File: src/rtl/secure_enc_pkg.sv
// Shared constants, word type and rotate helpers for the secure_encryption_module pipeline.
package secure_enc_pkg;

  localparam int unsigned N_DEFAULT      = 8;
  localparam int unsigned ROUNDS_DEFAULT = 2;

  typedef logic [N_DEFAULT-1:0] word_t;

  // Destination bit position of source bit i after an n-bit rotate-left by k.
  function automatic int unsigned rotl_pos(input int unsigned i, input int unsigned k,
                                           input int unsigned n);
    return (i + (k % n)) % n;
  endfunction

  function automatic word_t rotl(input word_t x, input int unsigned k);
    word_t r;
    r = '0;
    for (int unsigned i = 0; i < N_DEFAULT; i++) begin
      r[rotl_pos(i, k, N_DEFAULT)] = x[i];
    end
    return r;
  endfunction

endpackage

File: src/rtl/secure_enc_round.sv
// One registered cipher round: s' = rotl(s ^ rotl(K, IDX), 1), with the key copy and valid bit.
// SECURE_ENC_ZEROIZE_EN: a stage whose incoming valid is 0 loads zeros instead of holding.
module secure_enc_round
  import secure_enc_pkg::*;
#(
  parameter int unsigned N   = N_DEFAULT,
  parameter int unsigned IDX = 0
) (
  input  logic         clk_i,
  input  logic         rst_i,
  input  logic         valid_i,
  input  logic [N-1:0] state_i,
  input  logic [N-1:0] key_i,
  output logic         valid_o,
  output logic [N-1:0] state_o,
  output logic [N-1:0] key_o
);

  logic         valid_q;
  logic [N-1:0] state_q, state_d;
  logic [N-1:0] key_q;
  logic [N-1:0] rk, mix;

  // Fixed wiring only: IDX and N are elaboration constants, so no data-dependent paths.
  always_comb begin
    rk      = '0;
    mix     = '0;
    state_d = '0;
    for (int unsigned i = 0; i < N; i++) begin
      rk[rotl_pos(i, IDX, N)] = key_i[i];
    end
    mix = state_i ^ rk;
    for (int unsigned i = 0; i < N; i++) begin
      state_d[rotl_pos(i, 1, N)] = mix[i];
    end
  end

  always_ff @(posedge clk_i or posedge rst_i) begin
    if (rst_i) begin
      valid_q <= 1'b0;
      state_q <= '0;
      key_q   <= '0;
    end else begin
      valid_q <= valid_i;
`ifdef SECURE_ENC_ZEROIZE_EN
      state_q <= valid_i ? state_d : '0;
      key_q   <= valid_i ? key_i   : '0;
`else
      if (valid_i) begin
        state_q <= state_d;
        key_q   <= key_i;
      end
`endif
    end
  end

  assign valid_o = valid_q;
  assign state_o = state_q;
  assign key_o   = key_q;

endmodule

File: src/rtl/secure_encryption_module.sv
// Constant-latency keyed cipher: ROUNDS registered rounds, output whitening with the carried key.
// SECURE_ENC_ZEROIZE_EN clears bubble stages, which also forces data_out to 0 when out_valid is 0.
module secure_encryption_module
  import secure_enc_pkg::*;
#(
  parameter int unsigned N      = N_DEFAULT,
  parameter int unsigned ROUNDS = ROUNDS_DEFAULT
) (
  input  logic         clk,
  input  logic         rst,
  input  logic         in_valid,
  input  logic [N-1:0] data_in,
  input  logic [N-1:0] key,
  output logic         out_valid,
  output logic [N-1:0] data_out
);

  logic         valid_c [0:ROUNDS];
  logic [N-1:0] state_c [0:ROUNDS];
  logic [N-1:0] key_c   [0:ROUNDS];

  assign valid_c[0] = in_valid;
  assign state_c[0] = data_in;
  assign key_c[0]   = key;

  for (genvar g = 0; g < ROUNDS; g++) begin : g_round
    secure_enc_round #(
      .N   (N),
      .IDX (g)
    ) u_round (
      .clk_i   (clk),
      .rst_i   (rst),
      .valid_i (valid_c[g]),
      .state_i (state_c[g]),
      .key_i   (key_c[g]),
      .valid_o (valid_c[g+1]),
      .state_o (state_c[g+1]),
      .key_o   (key_c[g+1])
    );
  end

  // The last round's registers serve as the output register; whitening is a pure XOR of them,
  // so data_out holds the last ciphertext whenever that stage holds.
  assign out_valid = valid_c[ROUNDS];
  assign data_out  = state_c[ROUNDS] ^ key_c[ROUNDS];

endmodule

File: config.mk
export PLATFORM = sky130hd
export DESIGN_NAME = secure_encryption_module
export DESIGN_NICKNAME = d
export VERILOG_FILES = /design/src/rtl/secure_enc_pkg.sv /design/src/rtl/secure_enc_round.sv /design/src/rtl/secure_encryption_module.sv
export SDC_FILE = /design/constraint.sdc
export NUM_CORES = 1
export LEC_CHECK = 0
export ABC_AREA = 1
export BUFFER_PORTS_ARGS = -buffer_cell sky130_fd_sc_hd__buf_2
export CORE_ASPECT_RATIO = 0.7
export CORE_MARGIN = 10
export CORE_UTILIZATION = 55
export DETAILED_ROUTE_END_ITERATION = 8
export GPL_TIMING_DRIVEN = 0
export HOLD_SLACK_MARGIN = 0.15
export PLACE_DENSITY = 0.79
export SKIP_CTS_REPAIR_TIMING = 1
export SYNTH_ARGS = -nofsm -noshare
export SYNTH_HDL_FRONTEND = slang
export SYNTH_HIERARCHICAL = 1
export SYNTH_SLANG_ARGS = --single-unit
File: constraint.sdc
create_clock -name clk -period 1.1 [get_ports clk]
set_input_delay 0.165 -clock clk [delete_from_list [all_inputs] [get_ports clk]]
set_output_delay 0.165 -clock clk [all_outputs]
set_load 0.1 [all_outputs]
Yosys cells after proc, flatten, opt, wreduce, memory -nomap -nowiden
Index checks and enable logic that the tools add are counted.
{ "word_totals": {"n_memories": 0, "wordCells": 9, "ff_bits": 34, "out_inout_bits": 9, "mem_bits_ro": 0, "mem_bits_rw": 0, "latch_bits": 0, "input_bits": 19} }
{ "op_classes": {"n_mux": 0, "n_eq_ne": 0, "addsub": 0, "mul": 0, "reduce_logical": 0, "n_lt_le_gt_ge": 0, "bitwise": 3, "n_div": 0, "n_shift": 0} }
{ "ops": {"columns": ["operator", "count"], "rows": [
  ["8-bit bitwise XOR", 3]
]} }

Logic depth before layout (Yosys ltp)
{ "logic_depth": {"word_depth": 1, "mapped_depth": 5, "mapped_depth_nobuf": 4} }

Cells and area by module
The synthesis kept the hierarchy.
{ "by_module_without_submodules": {"columns": ["module", "cells_each", "area_per_inst_um2", "seq_area_each_um2", "n_inst"], "rows": [
  ["secure_enc_round", 94, 788.3, 425.4, 2],
  ["secure_encryption_module", 40, 150.1, 0.0, 1]
]} }

Worst setup path after synthesis
No wires, ideal clock.
{ "synth_timing": {"kind": "reg-to-output", "from": "register g_round[1].u_round.key_q[4]", "to": "output port data_out[4]", "path_stages_with_launch": 4, "n_path_buf": 0, "path_slack_ps": -177, "t_required_ps": 935, "arrival_ps": 1112, "path_cell_list": "dfrtp_1 > inv_1 > nand2_1 > nand2_1"} }
{ "synth_via": {"elab_chain_len": 1} }
{ "synth_lines": {"columns": ["item", "line", "text"], "rows": [
  ["from (decl)", "secure_enc_round.sv:21", "logic [N-1:0] key_q;"],
  ["from (signal assigned)", "secure_enc_round.sv:51", "key_q <= key_i;"],
  ["8-bit bitwise XOR", "secure_encryption_module.sv:45", "assign data_out = state_c[ROUNDS] ^ key_c[ROUNDS];"],
  ["to (decl)", "secure_encryption_module.sv:15", "output logic [N-1:0] data_out"]
]} }
Every way passes these cells.

Final worst setup path
{ "layout_timing": {"from": "register g_round[1].u_round.state_q[0]", "to": "output port data_out[0]"} }
{ "layout_via": {"elab_chain_len": 1} }
{ "layout_lines": {"columns": ["item", "line", "text"], "rows": [
  ["from (decl)", "secure_enc_round.sv:20", "logic [N-1:0] state_q, state_d;"],
  ["from (signal assigned)", "secure_enc_round.sv:50", "state_q <= state_d;"],
  ["8-bit bitwise XOR", "secure_encryption_module.sv:45", null]
]} }
Every way passes these cells.

==> results.md <==
- Status: complete, but fails checks
- Violated checks: setup timing
- Clock-pin slew on the worst setup and hold paths: 0.06 ns
- Remaining antenna violation count: 0
- Maximum VDD drop: 0.909 mV
- Routed via count: 1408
- Worst Hold Slack: 0.154 ns
- Fin crit share: 111%
- Tot GR Track Use: 11.5%
- Power per standard cell area: 1630 nW/um2
- # clock sinks: 34
- Nets@finish: 292
- Die Y: 66.9 um
- Syn Area/Cell: 7.57 um2
- Fin. max-slew vios: 0
- Max_cap viols: 0
- RSZ-0062 raised after global routing: true
- R2r worst-path depth: 5
- Die Width: 87.0 um
- Final-report hold violation count: 0
- Synth Warn #: 6
- Core Area: 2900 um2
- Hold_sp: key[6]
- First-pass GRT wire length: 5.46 mm
- Share of layout cells above drive strength 1: 24.9%
- Yosys reg bits: 34
- Port Buffer Count: 27
- Flop2flop setup slack: 0.13 ns
- Critical Path End Type: output pin
- Post-DP HPWL: 2.42 mm
- Initial Utilization: 59.5%
- R2R Path End: g_round[1].u_round/state_o[0]
- Worst-Skew Late Latency: 0.27 ns
- CTS buffer count: 5
- CP startpoint kind: flop
- Cell row count: 16
- Initial antenna violation count: 0
- Tmin final: 1.22 ns
- Cell variety after synth: 11
- Worst hold path stage count: 3
- M1 WL: 1.77 mm
- Syn nets: 247
- CTS tree: done
- Largest net degree at the start of global routing: 18
- Die area: 5820 um2
- # DRC: 0
- 1st-iter DRT viols: 77
- Layout Skew: 0.00378 ns
- Drt via density: 4.56
- Met3 WL: 85 um
- Maximum buffer depth of the clock tree: 2
- Routed len/inst: 10.7 um
- Worst Hold Endpoint: g_round[0].u_round/key_o[6]
- Io pins: 28
- Setup WS post-layout: -0.125 ns
- Total Neg Setup Slack: -0.840 ns
- Met2 wire len: 1.45 mm
- Critical Path Fanout Max: 3
- Register area share after synthesis: 49.3%
- Fmax: 816 MHz
- Crit path kind: reg -> out
- GR Overflow Total: 0
- Final non-filler cell total: 309
- Final setup violation count: 8
- CTS root buf: clkbuf_8
- Diodes inserted: 0
- H-tree Lvls: 2
- Post-Syn Instances: 228
- Slew HR: 58.2%
- Leakage dissipation: 1.28 nW
- 1st-pass router iterations: 4
- Worst Hold Class: in -> reg
- Uppermost routed layer: met3
- Fin util: 76.3%
- Required @ worst endpoint: 0.94 ns
- Vias in the first global route: 1253
- Area Overhead vs Synth: 28.3%
- Inst Count DP: 291
- Worst R2R Start: g_round[0].u_round/valid_o
- Mapped Area: 1730 um2
- Worst-margin pin slew: 0.627 ns
- Arr. time, crit path: 1.06 ns
- WL final: 3.30 mm
- Placer congestion estimate: 0.727
==> critical path, cell delays in order (launching register included) <==
cell     delay [ns]
dfrtp_1        0.40
inv_1          0.06
nand2_1        0.06
nand2_2        0.09
buf_12         0.17
==> how the worst max path moves through the flow <==
stage | slack [ns] | from | cells past startpoint | to
after floorplan | 0.05 | g_round[1].u_round/valid_o | 0 | out_valid
after global placement | -0.02 | g_round[1].u_round/state_o[1] | 4 | data_out[1]
after detailed placement | -0.03 | g_round[1].u_round/state_o[3] | 4 | data_out[3]
after CTS | -0.33 | g_round[1].u_round/state_o[1] | 4 | data_out[1]
after global routing | -0.17 | g_round[1].u_round/state_o[1] | 4 | data_out[1]
final | -0.12 | g_round[1].u_round/state_o[0] | 4 | data_out[0]
==> metrics by stage <==
stage | setup WS [ns] | cell area (um2) | total power, mW
detailed placement | -0.0273 | 1930 | 2.51
finish | -0.125 | 2220 | 3.61
global placement | -0.0155 | 1930 | 2.49
CTS | -0.329 | 2000 | 3.33
global route | -0.169 | 2220 | 3.79
floorplan | 0.0517 | 1750 | 2.33
==> metal layers <==
metal	GRT usage, %	up-vias
met3	3.04	0
met1	15.9	625
met2	16.5	27
met4	4.23	0
li1	-	756
met5	0	-
==> placed cells by master, fill, tap and decap left out <==
cell type,n
o21ai_2,8
dfrtp_1,34
inv_8,2
nand2_2,11
inv_1,50
clkbuf_8,7
o21ai_0,8
clkbuf_1,2
buf_12,8
buf_6,2
buf_2,18
buf_4,10
nand3_1,16
nand2_1,93
buf_8,2
dlygate4sd3_1,2
==> power by group <==
group,switching (mW),total (mW),internal [mW]
Combinational,0.804,1.29,0.482
Clock,0.386,0.821,0.435
Sequential,0.112,1.50,1.39
==> registers in the layout, indices dropped and copies added (netlist names) <==
signal                   cells
g_round.u_round/key_o       16
g_round.u_round/state_o     16
g_round.u_round/valid_o      2
==> synthesized netlist by cell type (all sizes together) <==
library cell	count	area, um2
clkbuf	2	27.5
dfrtp	34	851
buf	4	52.6
nand3	16	80.1
inv	52	210
nand2	104	395
o21ai	16	110
==> cell type report <==
cell class | instances | area (um2)
clock buffers | 7 | 76.3
fillers | 214 | 687
repair buffers | 38 | 345
multi-input cells | 136 | 608
well taps | 36 | 45.0
inverters | 52 | 210
flip-flops and latches | 34 | 851
plain buffers | 6 | 80.1
==> logic make-up after synthesis <==
group	after synthesis	share of synthesized area, %
AO/OA/AOI/OAI	16	6.38
buffers and inverters	58	16.8
flip-flops	34	49.3
AND/OR/NAND/NOR	120	27.5
Note: power is estimated with default switching activity, not from simulation.
